### src/rtl/delay_path_sensor.sv
// Tapped delay-path sensor controller: launches an edge into an external delay chain,
// captures and decodes the tap vector, and reports sum/avg/min/max over 2^SAMPLES_LOG2 launches.
module delay_path_sensor #(
  parameter int                N_TAPS        = 8,
  parameter logic [N_TAPS-1:0] TAP_POL       = '0,
  parameter int                SETTLE_CYCLES = 2,
  parameter int                SAMPLES_LOG2  = 2,
  localparam int               CW            = $clog2(N_TAPS + 1),
  localparam int               SW            = CW + SAMPLES_LOG2
) (
  input  logic              clk,
  input  logic              rst_n,
  input  logic              start_i,
  input  logic              cont_i,
  output logic              launch_o,
  input  logic [N_TAPS-1:0] taps_i,
  output logic              busy_o,
  output logic              done_o,
  output logic [SW-1:0]     sum_o,
  output logic [CW-1:0]     avg_o,
  output logic [CW-1:0]     min_o,
  output logic [CW-1:0]     max_o,
  output logic              bubble_o,
  output logic              ovf_o
);

  localparam int STW = (SETTLE_CYCLES > 1) ? $clog2(SETTLE_CYCLES) : 1;
  localparam int SCW = (SAMPLES_LOG2 > 0) ? SAMPLES_LOG2 : 1;
  localparam logic [SCW-1:0] LAST_SAMPLE = SCW'((1 << SAMPLES_LOG2) - 1);
  localparam logic [STW-1:0] SETTLE_LOAD = STW'(SETTLE_CYCLES - 1);

  typedef enum logic [2:0] {IDLE, SETTLE, LAUNCH, CAP, ACC, DONE} state_t;

  state_t            state;
  logic [N_TAPS-1:0] cap1, cap2;
  logic [STW-1:0]    settle_cnt;
  logic [SCW-1:0]    sample_cnt;
  logic [SW-1:0]     acc_sum;
  logic [CW-1:0]     acc_min, acc_max;
  logic              acc_bubble, acc_ovf;

  logic [CW-1:0]     count;
  logic              bubble_now, ovf_now;
  logic [SW-1:0]     sum_nx;
  logic [CW-1:0]     min_nx, max_nx;

  // Two-flop capture of the asynchronous taps, with polarity correction folded in
  always_ff @(posedge clk or negedge rst_n) begin
    if (!rst_n) begin
      cap1 <= '0;
      cap2 <= '0;
    end else begin
      cap1 <= taps_i ^ TAP_POL;
      cap2 <= cap1;
    end
  end

  // A valid pattern has ones contiguous from tap 0, so adding one carries cleanly past them
  always_comb begin
    count = '0;
    for (int i = 0; i < N_TAPS; i++) count = count + CW'(cap2[i]);
    bubble_now = |({1'b0, cap2} & ({1'b0, cap2} + {{N_TAPS{1'b0}}, 1'b1}));
    ovf_now    = (count == CW'(N_TAPS));
    sum_nx     = acc_sum + SW'(count);
    min_nx     = (count < acc_min) ? count : acc_min;
    max_nx     = (count > acc_max) ? count : acc_max;
  end

  always_ff @(posedge clk or negedge rst_n) begin
    if (!rst_n) begin
      state      <= IDLE;
      settle_cnt <= '0;
      sample_cnt <= '0;
      acc_sum    <= '0;
      acc_min    <= '0;
      acc_max    <= '0;
      acc_bubble <= 1'b0;
      acc_ovf    <= 1'b0;
      launch_o   <= 1'b0;
      busy_o     <= 1'b0;
      done_o     <= 1'b0;
      sum_o      <= '0;
      avg_o      <= '0;
      min_o      <= '0;
      max_o      <= '0;
      bubble_o   <= 1'b0;
      ovf_o      <= 1'b0;
    end else begin
      case (state)
        IDLE: begin
          launch_o <= 1'b0;
          if (start_i) begin
            acc_sum    <= '0;
            acc_min    <= '1;
            acc_max    <= '0;
            acc_bubble <= 1'b0;
            acc_ovf    <= 1'b0;
            sample_cnt <= '0;
            settle_cnt <= SETTLE_LOAD;
            busy_o     <= 1'b1;
            state      <= SETTLE;
          end
        end
        SETTLE: begin
          if (settle_cnt == '0) begin
            launch_o <= 1'b1;
            state    <= LAUNCH;
          end else begin
            settle_cnt <= settle_cnt - 1'b1;
          end
        end
        LAUNCH: state <= CAP;
        CAP: begin
          launch_o <= 1'b0;
          state    <= ACC;
        end
        // Results load together with done so readers see them on the pulse itself
        ACC: begin
          acc_sum    <= sum_nx;
          acc_min    <= min_nx;
          acc_max    <= max_nx;
          acc_bubble <= acc_bubble | bubble_now;
          acc_ovf    <= acc_ovf | ovf_now;
          if (sample_cnt == LAST_SAMPLE) begin
            sum_o    <= sum_nx;
            avg_o    <= CW'(sum_nx >> SAMPLES_LOG2);
            min_o    <= min_nx;
            max_o    <= max_nx;
            bubble_o <= acc_bubble | bubble_now;
            ovf_o    <= acc_ovf | ovf_now;
            done_o   <= 1'b1;
            state    <= DONE;
          end else begin
            sample_cnt <= sample_cnt + 1'b1;
            settle_cnt <= SETTLE_LOAD;
            state      <= SETTLE;
          end
        end
        DONE: begin
          done_o <= 1'b0;
          if (cont_i) begin
            acc_sum    <= '0;
            acc_min    <= '1;
            acc_max    <= '0;
            acc_bubble <= 1'b0;
            acc_ovf    <= 1'b0;
            sample_cnt <= '0;
            settle_cnt <= SETTLE_LOAD;
            state      <= SETTLE;
          end else begin
            busy_o <= 1'b0;
            state  <= IDLE;
          end
        end
        default: begin
          launch_o <= 1'b0;
          busy_o   <= 1'b0;
          done_o   <= 1'b0;
          state    <= IDLE;
        end
      endcase
    end
  end

endmodule

### config.mk
export PLATFORM = sky130hd
export DESIGN_NAME = delay_path_sensor
export DESIGN_NICKNAME = d
export VERILOG_FILES = /design/src/rtl/delay_path_sensor.sv
export SDC_FILE = /design/constraint.sdc
export NUM_CORES = 1
export LEC_CHECK = 0
export CORE_MARGIN = 2
export CORE_UTILIZATION = 57
export CTS_CLUSTER_DIAMETER = 30
export DETAILED_ROUTE_END_ITERATION = 12
export PLACE_DENSITY = 0.81
export SYNTH_ARGS = -nofsm -noshare
export SYNTH_HDL_FRONTEND = slang
export SYNTH_SLANG_ARGS = --single-unit
### constraint.sdc
create_clock -name clk -period 8.9 [get_ports clk]
set_clock_uncertainty 0.2 [all_clocks]
set_input_delay 1.78 -clock clk [delete_from_list [all_inputs] [get_ports clk]]
set_output_delay 1.78 -clock clk [all_outputs]
set_load 0.05 [all_outputs]
==> flow_summary_export.csv <==
group,metric,value,unit
placement,dpl.hpwl,4060,µm
finish,mostFrequentLayoutCells,"dfrtp_1 (57), clkdlybuf4s50_1 (33), nand2_1 (27), inv_1 (25), o21ai_0 (24)",
placement,io_buffers,34,
hold_path,hp-class,"flip-flop to flip-flop",
sta,worstMarginPinSlew,0.990,ns
worst_setup_path,worstPathArrival,4.82,ns
clock_network,cts_root_buf,"clkbuf_8",
clock_network,cts_made_buffers,9,
synthesis,synthCells,292,
detailed_routing,ant_nets,0,
die,io_pins,35,
sta,hold_viol_final,0,
clock_network,cts_tree,"yes",
die,initial_core_util,58.5,%
finish,drive_above_1_share,6.19,%
detailed_routing,via_per_inst,5.77,
worst_setup_path,cpLargestDelayFamily,"adder cells",
detailed_routing,vias,2269,
synthesis,syn_area_per_cell,10.1,µm²
clock_network,postCtsSetupBuffers,0,
die,fp.coreArea,5040,µm²
sta,timing.final.crit_share,53.9,%
worst_setup_path,slowest_stage,"fa_1",
die,die_w,75.9,µm
power,p_total,0.00110,W
die,dieArea,5770,µm²
worst_setup_path,critPathLaunch,"cap2[0]",
detailed_routing,wl_per_cell,15.0,µm
clock_network,clockBufferDepth,2,
finish,fin_area,3460,µm²
worst_setup_path,worstSetupPathDepth,14,
power,p_switching,0.000476,W
die,die_y,75.9,µm
worst_setup_path,r2r-start,"cap2[0]",
synthesis,syn_nets,326,
finish,n_antenna_cell,0,
worst_setup_path,end_kind,"flip-flop",
sta,worst_slack,4.10,ns
clock_network,clk_latency,0.34,ns
finish,layout_commonest_cell,"dfrtp_1",
worst_setup_path,worstSetupPathType,"flip-flop to flip-flop",
status,outcome,"finished, final reports clean",
detailed_routing,drt_pass1_iterations,5,
clock_network,holdBufCountCts,0,
placement,placed_cell_area,3290,µm²
sta,min_period,4.80,ns
worst_setup_path,ff2ff_setup_slack,4.10,ns
synthesis,seq_area_frac_synth,48.4,%
worst_setup_path,reg2regPathDepth,14,
sta,final-setup-viol-count,0,
power,pwr-share-seq,35.6,%
clock_network,htreeDepth,3,
sta,setup-tns-final,0,ns
detailed_routing,remaining_drc_errors,0,
global_routing,grt_max_degree,58,
worst_setup_path,path_common_cell,"fa_1",
placement,dp_slack,4.12,ns
power,p_clk_share,19.4,%
power,p_leak,1.53,nW
synthesis,synth_area,2950,µm²
worst_setup_path,reg2reg_to,"acc_max[3]",
power,pwr-share-comb,45.0,%
worst_setup_path,critPathMaxStageDelay,0.56,ns
worst_setup_path,cp_data_required_time,8.92,ns
finish,nNetsFinal,355,
clock_network,cts.sinks,57,
global_routing,grt_pass1_wl,9980,µm
worst_setup_path,crit_chain,"inv_1 > fa_1 > fa_1 > fa_1 > inv_1 > ha_1 > fa_1 > xnor2_1 > inv_1 > ha_1 > a211oi_1 > and2_1 > nor2_1 > o311ai_0",
synthesis,ys_async_sr_fraction,100,%
die,rows,26,
sta,max_slew_margin,33.6,%
synthesis,ys_ff_latch,57,
finish,area_growth,17.3,%
global_routing,grt.overflow.total,0,
power,netSwitchingFraction,43.2,%
synthesis,synth_edf_count,0,
sta,rsz0062_at_grt,"false",
detailed_routing,dr.first_iter.drc_count,132,
synthesis,yosys_warnings,0,
global_routing,grt_antenna_before_repair,0,
worst_setup_path,crit_fanout,6,
worst_setup_path,cp-start-kind,"flip-flop",
power,peakVddDrop,0.174,mV
worst_setup_path,cp.buffers_inverters,3,
global_routing,grt_pass1_vias,2298,
synthesis,synth_cell_type_count,50,
detailed_routing,finalWirelength,5880,µm
clock_network,clk_pin_slew,0.06,ns
power,p_per_area,318,nW/µm²
clock_network,cts.repair.resized,0,
synthesis,synth_flop_cell,"dfrtp_1",
hold_path,worstHoldPathCells,0,
global_routing,grtUsageTotal,21.8,%
sta,max_freq,208,MHz
power,internal_power,0.000625,W
placement,place_congestion,0.911,
sta,timing.hold.ws,0.147,ns
worst_setup_path,crit_end,"acc_max[3]",
job,maxCapViolCount,0,
sta,maxSlewViolCount,0,
-- synth_stat cells, types with 2 or more instances --
library cell	number	area [µm²]
nor3b_1	2	15.0
o21a_1	2	15.0
o2bb2ai_1	3	26.3
dfrtp_1	57	1430
o22a_1	2	17.5
a31oi_1	7	43.8
a21o_1	2	15.0
a21oi_1	13	65.1
inv_1	25	93.8
ha_1	17	213
o31ai_1	5	37.5
nor2_1	15	56.3
o211ai_1	4	30.0
nand3_1	5	25.0
nand2_1	27	101
o221ai_1	3	26.3
nand4_1	5	31.3
a211oi_1	3	22.5
nor3_1	9	45.0
and2_1	3	18.8
mux2i_1	2	20.0
nand2b_1	6	37.5
buf_2	2	10.0
o32a_1	3	30.0
clkbuf_1	10	37.5
o21ai_0	24	120
nor2b_1	6	37.5
fa_1	5	100
buf_4	4	30.0
-- cells by family after synthesis --
kind of cell | share of synthesized area [%]
buffers and inverters | 6.19
multiplexers | 0.679
flip-flops | 48.4
adder cells (fa/ha/maj) | 10.6
XOR/XNOR | 0.594
AO/OA/AOI/OAI | 19.0
AND/OR/NAND/NOR | 14.6
-- routing by layer --
layer	vias to the layer above	part of all wire, %	GRT usage, %
met2	73	50	37.3
met3	10	5.6	6.19
li1	1091	-	-
met5	-	0	0
met1	1095	43	26.0
met4	0	1.9	8.55
-- flip-flops by register name, indices dropped and copies added (netlist names), 2 cells and up --
register / cells
min_o: 4
max_o: 4
acc_min: 4
sample_cnt: 2
acc_sum: 6
sum_o: 5
state: 3
cap2: 8
acc_max: 4
cap1: 8
-- worst min-delay path by stage --
stage | start | to | slack [ns]
2_1_floorplan | cap1[0] | cap2[0] | 0.13
3_3_place_gp | cap1[3] | cap2[3] | 0.13
3_5_place_dp | cap1[6] | cap2[6] | 0.13
4_1_cts | cap1[6] | cap2[6] | 0.15
5_1_grt | cap1[6] | cap2[6] | 0.16
6_report | cap1[6] | cap2[6] | 0.15
-- cell type report --
type,count,area (µm²)
Clock buffer,13,169
Timing Repair Buffer,35,343
Fill cell,411,1580
Inverter,25,93.8
Tap cell,70,87.6
Sequential cell,57,1430
Multi-Input combinational cell,193,1340
-- through the flow --
step / util [%] / cells
2_1_floorplan: - / 292
3_3_place_gp: 65.3 / 380
3_5_place_dp: 65.3 / 380
4_1_cts: 68.6 / 393
5_1_grt: 68.6 / 393
6_report: 68.6 / 393
-- power by group through the flow --
stage          clock (W)  combinational, W  sequential [W]
2_1_floorplan          0          0.000316        0.000439
3_3_place_gp           0          0.000479        0.000391
3_5_place_dp           0          0.000491        0.000394
4_1_cts         0.000215          0.000494        0.000391
5_1_grt         0.000226          0.000544        0.000402
6_report        0.000214          0.000496        0.000392
(Power assumes the default switching activity.)
